`src/rtl/rb2_serial_writer_pkg.sv`:
```
// Shared encodings for the RB1->RB2 serial link: FSM states, frame size, RB control levels.
// These must stay in step with the RB1 serializer's package.
package rb2_serial_writer_pkg;

  localparam int unsigned RB_ADDR_W  = 3;
  localparam int unsigned RB_DATA_W  = 18;
  localparam int unsigned FRAME_BITS = RB_ADDR_W + RB_DATA_W;

  localparam logic RB_WRITE = 1'b0;
  localparam logic RB_READ  = 1'b1;

  typedef enum logic [2:0] {
    IDLE    = 3'd0,
    RECV    = 3'd1,
    WRITE   = 3'd2,
    WAIT_HI = 3'd3,
    DONE    = 3'd4
  } state_t;

endpackage

```
`src/rtl/rb2_serial_writer_shift_in.sv`:
```
// serial_shift_in: MSB-first frame shift register with bit counter.
// full/word are look-ahead: they describe the frame as it stands once the current sd bit is taken.
module serial_shift_in #(
  parameter int unsigned WIDTH = 21
) (
  input  logic             clk,
  input  logic             rst,
  input  logic             clr,
  input  logic             shift,
  input  logic             sd,
  output logic             full,
  output logic [WIDTH-1:0] word
);

  localparam int unsigned CW = $clog2(WIDTH + 1);

  logic [WIDTH-2:0] sh;
  logic [CW-1:0]    cnt;

  assign word = {sh, sd};
  assign full = shift && (cnt == CW'(WIDTH - 1));

  always_ff @(posedge clk) begin
    if (rst || clr) begin
      sh  <= '0;
      cnt <= '0;
    end else if (shift) begin
      sh  <= word[WIDTH-2:0];
      cnt <= cnt + 1'b1;
    end
  end

endmodule

```
`src/rtl/rb2_serial_writer.sv`:
```
// RB2 receiver: deserializes sen/sd frames (addr then data, MSB first) and writes them into RB2.
// Optional framing-error pulse output enabled by defining FRAME_CHECK_EN.
module rb2_serial_writer
  import rb2_serial_writer_pkg::*;
#(
  parameter int unsigned ADDR_W     = 3,
  parameter int unsigned DATA_W     = 18,
  parameter int unsigned NUM_FRAMES = 8
) (
  input  logic              clk,
  input  logic              rst,
  input  logic              sen,
  input  logic              sd,
  output logic              RB2_RW,
  output logic [ADDR_W-1:0] RB2_A,
  output logic [DATA_W-1:0] RB2_D,
  input  logic [DATA_W-1:0] RB2_Q,
`ifdef FRAME_CHECK_EN
  output logic              frame_err,
`endif
  output logic              done
);

  localparam int unsigned FW    = ADDR_W + DATA_W;
  localparam int unsigned CNT_W = $clog2(NUM_FRAMES) + 1;

  state_t           state;
  logic [CNT_W-1:0] frame_cnt;
  logic             shift;
  logic             full;
  logic [FW-1:0]    word;
  logic             unused_q;

  assign unused_q = ^RB2_Q;
  assign shift    = ((state == IDLE) || (state == RECV)) && !sen;

  serial_shift_in #(.WIDTH(FW)) u_shift_in (
    .clk   (clk),
    .rst   (rst),
    .clr   (!shift),
    .shift (shift),
    .sd    (sd),
    .full  (full),
    .word  (word)
  );

  // RB2 drive is loaded on the 21st-bit edge so the strobe coincides with the WRITE state.
  always_ff @(posedge clk) begin
    if (rst) begin
      state     <= IDLE;
      RB2_RW    <= RB_READ;
      RB2_A     <= '0;
      RB2_D     <= '0;
      done      <= 1'b0;
      frame_cnt <= '0;
`ifdef FRAME_CHECK_EN
      frame_err <= 1'b0;
`endif
    end else begin
      RB2_RW <= RB_READ;
`ifdef FRAME_CHECK_EN
      frame_err <= 1'b0;
`endif
      case (state)
        IDLE: begin
          if (!sen) state <= RECV;
        end
        RECV: begin
          if (sen) begin
            state <= IDLE;
`ifdef FRAME_CHECK_EN
            frame_err <= 1'b1;
`endif
          end else if (full) begin
            state  <= WRITE;
            RB2_RW <= RB_WRITE;
            RB2_A  <= word[FW-1:DATA_W];
            RB2_D  <= word[DATA_W-1:0];
          end
        end
        WRITE: begin
          frame_cnt <= frame_cnt + 1'b1;
          if (frame_cnt == CNT_W'(NUM_FRAMES - 1)) begin
            state <= DONE;
            done  <= 1'b1;
          end else if (!sen) begin
            state <= WAIT_HI;
`ifdef FRAME_CHECK_EN
            frame_err <= 1'b1;
`endif
          end else begin
            state <= IDLE;
          end
        end
        WAIT_HI: begin
          if (sen) state <= IDLE;
        end
        DONE: begin
          done <= 1'b1;
        end
        default: state <= IDLE;
      endcase
    end
  end

endmodule

```
`config.mk`:
```
export PLATFORM = sky130hd
export DESIGN_NAME = rb2_serial_writer
export DESIGN_NICKNAME = d
export VERILOG_FILES = /design/src/rtl/rb2_serial_writer_pkg.sv /design/src/rtl/rb2_serial_writer_shift_in.sv /design/src/rtl/rb2_serial_writer.sv
export SDC_FILE = /design/constraint.sdc
export NUM_CORES = 1
export LEC_CHECK = 0
export ABC_AREA = 1
export CORE_MARGIN = 2
export CORE_UTILIZATION = 60
export CTS_CLUSTER_SIZE = 25
export DETAILED_ROUTE_END_ITERATION = 10
export DONT_BUFFER_PORTS = 1
export GPL_TIMING_DRIVEN = 0
export PLACE_DENSITY_LB_ADDON = 0.3
export RECOVER_POWER = 50
export REMOVE_ABC_BUFFERS = 1
export SLEW_MARGIN = 20
export SYNTH_ARGS = -nofsm -noshare
export SYNTH_HDL_FRONTEND = slang
export SYNTH_SLANG_ARGS = --single-unit
```
`constraint.sdc`:
```
create_clock -name clk -period 1.63 [get_ports clk]
set_input_delay 0.163 -clock clk [delete_from_list [all_inputs] [get_ports clk]]
set_output_delay 0.163 -clock clk [all_outputs]
set_load 0.02 [all_outputs]
```
[Word level (Yosys, flattened, before mapping)]
Cells that the tools add are included.
Cells by class
  add/subtract/negate cells: 2
  equal/unequal tests: 10
  multiplexer cells: 10
  bitwise operators: 3
  reduce and logical (&&, ||, !) cells: 12
Operators with widths (number)
  $mux W3: 5
  $pmux W3 S5: 1
  $eq A3 B2 Y1 const B: 2
  $ne A2 B2 Y1 const B: 3
  $add A5 B1 Y5 const B: 1
  $eq A5 B5 Y1 const B: 1
  $add A4 B1 Y4 const B: 1
  $eq A4 B3 Y1 const B: 1
  $reduce_and A4 Y1: 1
  $eq A3 B1 Y1 const B: 1
  $eq A3 B3 Y1 const B: 1
  $logic_not A3 Y1: 1
  $ne A3 B3 Y1 const B: 1
  $not A1 Y1: 3
  $reduce_and A3 Y1: 1
  $reduce_or A3 Y1: 1
  $logic_and A1 B1 Y1: 2
  $logic_not A1 Y1: 2
  $logic_or A1 B1 Y1: 2
  $mux W1: 2
  $mux W2: 1
  $pmux W1 S2: 1
  $reduce_and A2 Y1: 1
  $reduce_bool A2 Y1: 1
Storage, ports and cells
  register bits: 55
  word-level logic and storage cells: 45

[Depth between registers and ports, before layout]
Gate-level depths: netlist of the first run.
  depth after elaboration: 7
  mapped depth: 9
  gate-level depth less buffers: 8

[Hierarchy]
From an unflattened synthesis of the first run, not the netlist that was laid out.
Second synthesis, totals
  cells, all modules: 274
  area, all modules: 2123.3 um2
By module, submodules not included
  rb2_serial_writer: instances 1, cells an instance 152, area each 1154.9 um2, sequential area each 600.6 um2
  serial_shift_in: instances 1, cells an instance 122, area each 968.4 um2, sequential area each 500.5 um2

[Worst setup path after synthesis of the first run]
OpenSTA, ideal clock, no wires.
  kind: reg-to-reg
  start point: reg u_shift_in.cnt[0]
  end point: reg RB2_A[0]
  library setup time: 0.113 ns
  data arrival time: 1.083 ns
  data required time: 1.517 ns
  path slack: 0.433 ns
  stages on the path, launching flop included: 10
  cell sequence: dfxtp_1 -> inv_1 -> ha_1 -> nand3_2 -> nor2_4 -> nand2_4 -> inv_6 -> buf_12 -> nor2_1 -> nor2_1
Between the ends
  longest elaborated chain between the ends: 3
Ends and longest elaborated chain
  start: declaration: line rb2_serial_writer_shift_in.sv:18  | logic [CW-1:0] cnt;
  start signal: assignment: line rb2_serial_writer_shift_in.sv:29  | cnt <= cnt + 1'b1;
  $eq A5 B5 Y1: line rb2_serial_writer_shift_in.sv:21  | assign full = shift && (cnt == CW'(WIDTH - 1));
  $logic_and A1 B1 Y1: line rb2_serial_writer_shift_in.sv:21
  $reduce_and A3 Y1 (no source line)
  end signal: assignment: line rb2_serial_writer.sv:77  | RB2_A <= word[FW-1:DATA_W];
  end: declaration: line rb2_serial_writer.sv:15  | output logic [ADDR_W-1:0] RB2_A,
No other way between the ends.
A chain may end at the register's enable or synchronous reset.

[Worst setup path after layout of the first run]
  start point: reg state[2]
  end point: reg u_shift_in.cnt[3]
Between the ends
  longest elaborated chain between the ends: 5
  elaborated cells on any way between the ends: 6
  those cells by class: eq/ne (1); reduce/logical (5)
Ends and longest elaborated chain
  start: declaration: line rb2_serial_writer.sv:27  | state_t state;
  start signal: assignment: line rb2_serial_writer.sv:50  | state <= IDLE;
  start signal: assignment: line rb2_serial_writer.sv:66  | if (!sen) state <= RECV;
  start signal: assignment: line rb2_serial_writer.sv:70  | state <= IDLE;
  $eq A3 B1 Y1 / $logic_not A3 Y1 (equally long branches): line rb2_serial_writer.sv:35  | assign shift = ((state == IDLE) || (state == RECV)) && !sen;
  $logic_or A1 B1 Y1 *: line rb2_serial_writer.sv:35
  $logic_and A1 B1 Y1 *: line rb2_serial_writer.sv:35
  $logic_not A1 Y1: line rb2_serial_writer.sv:40  | .clr (!shift),
  $logic_or A1 B1 Y1: line rb2_serial_writer_shift_in.sv:24  | if (rst || clr) begin
Mark *: on every way between the ends. The rest lies on a longest branch, timed or not.

==> impl_metrics.py, run 1 <==
metrics = {
    "setup_path": {
        "cp-start-kind": "flip-flop",
        "cp-end-kind": "flip-flop",
        "crit_arrival_ps": 1720,
        "cp.required_ps": 1860,
        "path_max_fanout": 25,
        "reg2regPathDepth": 5,
        "crit_type": "reg2reg",
    },
    "yosys": {
        "synth_cell_type_count": 22,
        "syn_area_um2": 1990,
        "ys_seq_area_frac": 0.553,
        "yosys-top-cells-count": "nor2_1, dfxtp_1, inv_1",
        "synth-seq-cells": 55,
        "ys_warn_count": 0,
        "synth_largest_area_cell": "dfxtp_1",
        "synth_top_area_share": 0.553,
        "synth-edff-count": 0,
        "syn_area_per_cell_um2": 8.29,
        "synthCells": 240,
        "synth_ff_type": "dfxtp_1",
        "synth_area_leaders": "dfxtp_1, nor2_1, inv_1",
        "synth-async-reset-ratio": 0,
        "synth_most_common_cell": "nor2_1",
    },
    "timing": {
        "setup_viol": 0,
        "tns_ps": 0,
        "fin_crit_ps": 1490,
        "fmax_mhz": 672,
        "slew_headroom": 0.480,
        "fin_crit_sh": 0.913,
        "drv_slew": 0,
        "grt_setup_unrepaired": "false",
        "fin_ws_ps": 143,
        "hold_viol": 0,
        "tightest_slew_ps": 778,
        "skew_ps": 12.2,
    },
    "global_routing": {
        "overflow": 0,
        "track_usage": 0.183,
        "top_usage_layer": "met2",
        "antenna_found_initial": 0,
        "grt_max_degree": 27,
        "grtUsageMet1": 0.202,
        "grt_pass1_vias": 1207,
        "use_met2": 0.329,
        "grt_pass1_wl_um": 5060,
        "grt_util_met3": 0.0588,
    },
    "clock_network": {
        "clkTransAtPathRegs_ps": 140,
        "cts_resized": 0,
        "cts_inserted_buffers": 5,
        "htree_levels": 2,
        "cts_tree": "done",
        "clockBufferDepth": 2,
        "insertion_delay_ps": 370,
        "clkSinkCount": 55,
        "cts-root-buf": "clkbuf_4",
    },
    "placed_design": {
        "post-place-ws_ps": -78.3,
        "dpl-instance-area_um2": 1970,
        "gp_congestion": 0.690,
        "port_buffers": 0,
        "dpl.hpwl_um": 2040,
        "post-place-cells": 276,
    },
    "final_layout": {
        "synthToLayoutAreaGrowth_pct": 3.14,
        "drive_gt1_frac": 0.0705,
        "num_antenna_cells": 0,
        "finalNetCount": 266,
        "fin_cells": 285,
        "design_area_um2": 2050,
    },
    "power": {
        "p_sw_frac": 0.215,
        "p_clk_frac": 0.327,
        "power.density_nw_per_um2": 1060,
        "p_int_uw": 1710,
        "leakagePower_uw": 0.000785,
        "finalPower_uw": 2170,
        "pwr-share-comb": 0.045,
        "vdd_drop_max_mv": 0.626,
        "p_switching_uw": 468,
        "power_frac_seq": 0.629,
    },
    "floorplanning": {
        "die_x_um": 61.6,
        "boundaryPins": 45,
        "core_um2": 3100,
        "start_util": 0.642,
        "die-area_um2": 3790,
        "row_count": 20,
        "die_y_um": 61.6,
    },
    "drt": {
        "wirelength_um": 3060,
        "dr.pass1.iters": 4,
        "drc": 0,
        "vias": 1317,
        "viasPerCell": 4.62,
        "ant_nets": 0,
        "wl_per_cell_um": 10.7,
        "drt-initial-drc-count": 71,
    },
    "worst_hold_path": {
        "min_path_type": "in2reg",
        "hold_depth": 3,
    },
    "flow_run": {
        "drv_cap": 0,
    },
    "run_status": {
        "outcome": "completed",
    },
}
## what timing repair did
item / in CTS / in global routing
hold buffers: 2 / 0
setup buffers: 0 / 0
endpoints found under the hold margin: 7 / 0
## logic make-up after synthesis
logic type      Yosys count  synth area share
flops                    55             0.553
compound gates           31            0.0779
xor+xnor                  4            0.0176
fa+ha+maj                 3            0.0189
simple gates            102             0.220
buf+inv                  45             0.113
## metal layers
| layer | part of all wire | routed length, um |
|---|---|---|
| met5 | 0 | 0 |
| met4 | 0.0098 | 30 |
| met3 | 0.052 | 158 |
| met2 | 0.48 | 1470 |
| met1 | 0.46 | 1400 |
## power groups by stage
stage                     Sequential, uW  Combinational [uW]  Clock (uW)
after CTS                           1370                98.5         727
after global placement              1400                90.6           0
after floorplan                     1390                76.4           0
after detailed placement            1400                92.6           0
final                               1370                97.3         710
after global routing                1370                 113         769
## placed cells by master, fill, tap and decap left out, drive strengths merged
| master | count |
|---|---|
| clkbuf | 5 |
| nand2 | 14 |
| inv | 37 |
| o21ai | 25 |
| ha | 3 |
| nand3 | 8 |
| xnor2 | 1 |
| dfxtp | 55 |
| clkinvlp | 1 |
| nor2 | 80 |
| xor2 | 3 |
| dlygate4sd3 | 2 |
| a21oi | 6 |
| bufinv | 1 |
## final timing paths
check	slack (ps)	to	from
hold / removal	30	state[1]	sen
setup reg to reg	140	u_shift_in.cnt[3]	state[2]
hold reg to reg	430	u_shift_in.sh[6]	u_shift_in.sh[5]
setup / recovery	140	u_shift_in.cnt[3]	state[2]
## stage by stage
step / hold WS [ps] / utilization
after floorplan: 232 / -
after global placement: 235 / 0.633
after detailed placement: 235 / 0.633
after CTS: 9.42 / 0.664
after global routing: 47.7 / 0.662
final: 30.7 / 0.662
## worst max-delay path, cell delays in order (launching register included)
cell and delay, ps:
dfxtp_1 430, inv_2 80, nand2_4 80, nor2_1 50, nand2_1 570, nor2_1 130
## sequential cells by signal, indices dropped and copies added, names as in the netlist
name,flops
u_shift_in.sh,20
RB2_D,18
u_shift_in.cnt,5
frame_cnt,4
RB2_A,3
state,3
RB2_RW,1
done,1
## final cells by class
class | instances | area [um^2]
Multi-Input combinational cell | 140 | 661
Tap cell | 44 | 55.1
Clock inverter | 2 | 37.5
Fill cell | 276 | 1050
Timing Repair Buffer | 2 | 20.0
Clock buffer | 5 | 37.5
Sequential cell | 55 | 1100
Inverter | 37 | 141
Power figures use the tool's default switching activity.
==> run 2: changes to the inputs <==
Settings changed: CORE_ASPECT_RATIO from default to 0.9, CORE_UTILIZATION 60 to 55.
Clock period 1.63 ns to 1.3 ns, I/O delays scaled along.
==> run 2 against run 1 <==
Net effect: the flow now finishes with violations (setup timing); maximum frequency rose by 13%; sequential power rose by 25%; clock power rose by 42%; wire length rose by 24%; critical path depth rose by 4; cell count rose by 5.3%; utilization rose by 2.0 points; hold slack improved by 25 ps; largest cell class unchanged.
==> impl_metrics.py, run 2 (same netlist as run 1, synthesis figures left out) <==
metrics = {
    "global_routing": {
        "grt_pass1_vias": 1239,
        "grt_pass1_wl_um": 5660,
        "overflow": 0,
        "track_usage": 0.192,
        "grt_max_degree": 27,
        "antenna_found_initial": 0,
    },
    "placed_design": {
        "dpl.hpwl_um": 1970,
        "port_buffers": 0,
        "dpl-instance-area_um2": 1970,
        "gp_congestion": 0.682,
    },
    "timing": {
        "fin_crit_ps": 1320,
        "hold_viol": 0,
        "skew_ps": 3.88,
        "setup_viol": 1,
        "grt_setup_unrepaired": "true",
        "drv_slew": 0,
        "fin_ws_ps": -15.0,
        "fin_crit_sh": 1.01,
        "slew_headroom": 0.460,
        "fmax_mhz": 760,
        "tightest_slew_ps": 809,
    },
    "clock_network": {
        "htree_levels": 2,
        "cts_tree": "done",
        "clkTransAtPathRegs_ps": 90,
        "clockBufferDepth": 2,
        "cts-root-buf": "clkbuf_8",
        "clkSinkCount": 55,
        "cts_inserted_buffers": 5,
        "insertion_delay_ps": 310,
    },
    "power": {
        "p_sw_frac": 0.222,
        "leakagePower_uw": 0.000945,
        "power_frac_seq": 0.592,
        "finalPower_uw": 2890,
        "vdd_drop_max_mv": 0.860,
        "pwr-share-comb": 0.057,
        "p_switching_uw": 641,
        "p_int_uw": 2250,
        "power.density_nw_per_um2": 1240,
        "p_clk_frac": 0.351,
    },
    "drt": {
        "vias": 1488,
        "dr.pass1.iters": 4,
        "ant_nets": 0,
        "wl_per_cell_um": 12.6,
        "viasPerCell": 4.96,
        "drc": 0,
        "drt-initial-drc-count": 57,
        "wirelength_um": 3780,
    },
    "final_layout": {
        "largest_reg_flops": 20,
        "drive_gt1_frac": 0.203,
        "nFillCells": 279,
        "final_cell_mix": "nor2_1, dfxtp_1, inv_1",
        "postLayoutCoreUtil": 0.681,
        "num_antenna_cells": 0,
        "synthToLayoutAreaGrowth_pct": 17.3,
        "reg_top3": "u_shift_in.sh x20, RB2_D x18, u_shift_in.cnt x5",
        "finalNetCount": 280,
        "largest-register": "u_shift_in.sh",
        "design_area_um2": 2340,
        "final_common_cell": "nor2_1",
    },
    "floorplanning": {
        "start_util": 0.581,
        "die_x_um": 67.4,
        "core_um2": 3430,
        "boundaryPins": 45,
        "row_count": 20,
        "die-area_um2": 4120,
        "die_y_um": 61.1,
    },
    "setup_path": {
        "cp-end-kind": "flip-flop",
        "cp_cell_sequence": "inv_2, ha_4, nand3_4, nor2_4, buf_6, nand2_8, inv_12, nor2_2, nor2_1",
        "cp-start-kind": "flip-flop",
        "cp.required_ps": 1540,
        "cpPeakStageDelay_ps": 340,
        "crit_type": "reg2reg",
        "path_max_fanout": 8,
        "crit_arrival_ps": 1550,
        "critPathSlowestCell": "dfxtp_2",
    },
    "run_status": {
        "outcome": "finished with violations",
        "failed_checks": "setup timing",
    },
    "worst_hold_path": {
        "min_path_type": "in2reg",
    },
    "flow_run": {
        "drv_cap": 0,
    },
}
==> run 2: cell types whose count changed in the layout (fill, tap and decap cells not counted), moves of 4 or more <==
cell and change:
nor2_4 +7, clkbuf_4 -5, dfxtp_2 +4, buf_4 +6, clkbuf_8 +7, dfxtp_1 -4, nor2_2 +5, nor2_1 -12
==> run 2: power groups by stage <==
stage | clock, uW | sequential, uW | combinational [uW]
after global placement | 0 | 1750 | 115
final | 1010 | 1710 | 166
after global routing | 1090 | 1710 | 185
after floorplan | 0 | 1750 | 95.7
after CTS | 1030 | 1710 | 149
after detailed placement | 0 | 1750 | 117
==> run 2: critical path: cells and delay by family (launching register included) <==
| family | cells | cell delay [ps] |
|---|---|---|
| buffers and inverters | 3 | 290 |
| DFF | 1 | 340 |
| adders and majority gates | 1 | 140 |
| and+or+nand+nor | 5 | 460 |
==> run 2: area by class of cell <==
type | count | area, um^2 | share of cell area
Sequential cell | 55 | 1110 | 0.473
Timing Repair inverter | 3 | 36.3 | 0.0155
Timing Repair Buffer | 10 | 87.6 | 0.0375
Tap cell | 44 | 55.1 | 0.0236
Clock buffer | 8 | 100 | 0.0428
Inverter | 37 | 151 | 0.0648
Multi-Input combinational cell | 143 | 800 | 0.342
==> run 2: worst paths after layout <==
path / endpoint / start / cells after the start / slack [ps]
worst max-delay path: RB2_D[8] / u_shift_in.cnt[1] / 9 / -20
worst min-delay path: state[1] / sen / 3 / 60
worst max register to register: RB2_D[8] / u_shift_in.cnt[1] / 9 / -20
worst min register to register: u_shift_in.sh[16] / u_shift_in.sh[15] / 2 / 430
==> run 2: timing repair <==
action | 4_1_cts | 5_1_grt
endpoints found under the setup margin | 47 | 29
resized for setup | 11 | 30
endpoints found under the hold margin | 7 | 0
pin swaps | 5 | 16
cloned | 5 | 1
buffers inserted | 6 | 2
hold buffers | 2 | 0
==> run 2: metrics by stage <==
stage | cells | worst slack, ps | hold slack (ps) | setup TNS [ps]
5_1_grt | 300 | -92.3 | 52.5 | -1060
4_1_cts | 297 | 0.897 | 49.8 | 0
3_3_place_gp | 276 | -367 | 201 | -10670
2_1_floorplan | 232 | 78.4 | 199 | 0
6_report | 300 | -15.0 | 55.2 | -15.0
3_5_place_dp | 276 | -448 | 204 | -12330
==> run 2: layer usage <==
metal,wire length (um),track usage,vias up
li1,-,-,762
met1,1700,0.242,679
met2,1800,0.308,37
met3,199,0.0640,10
met4,77,0.0787,0
met5,0,0,-
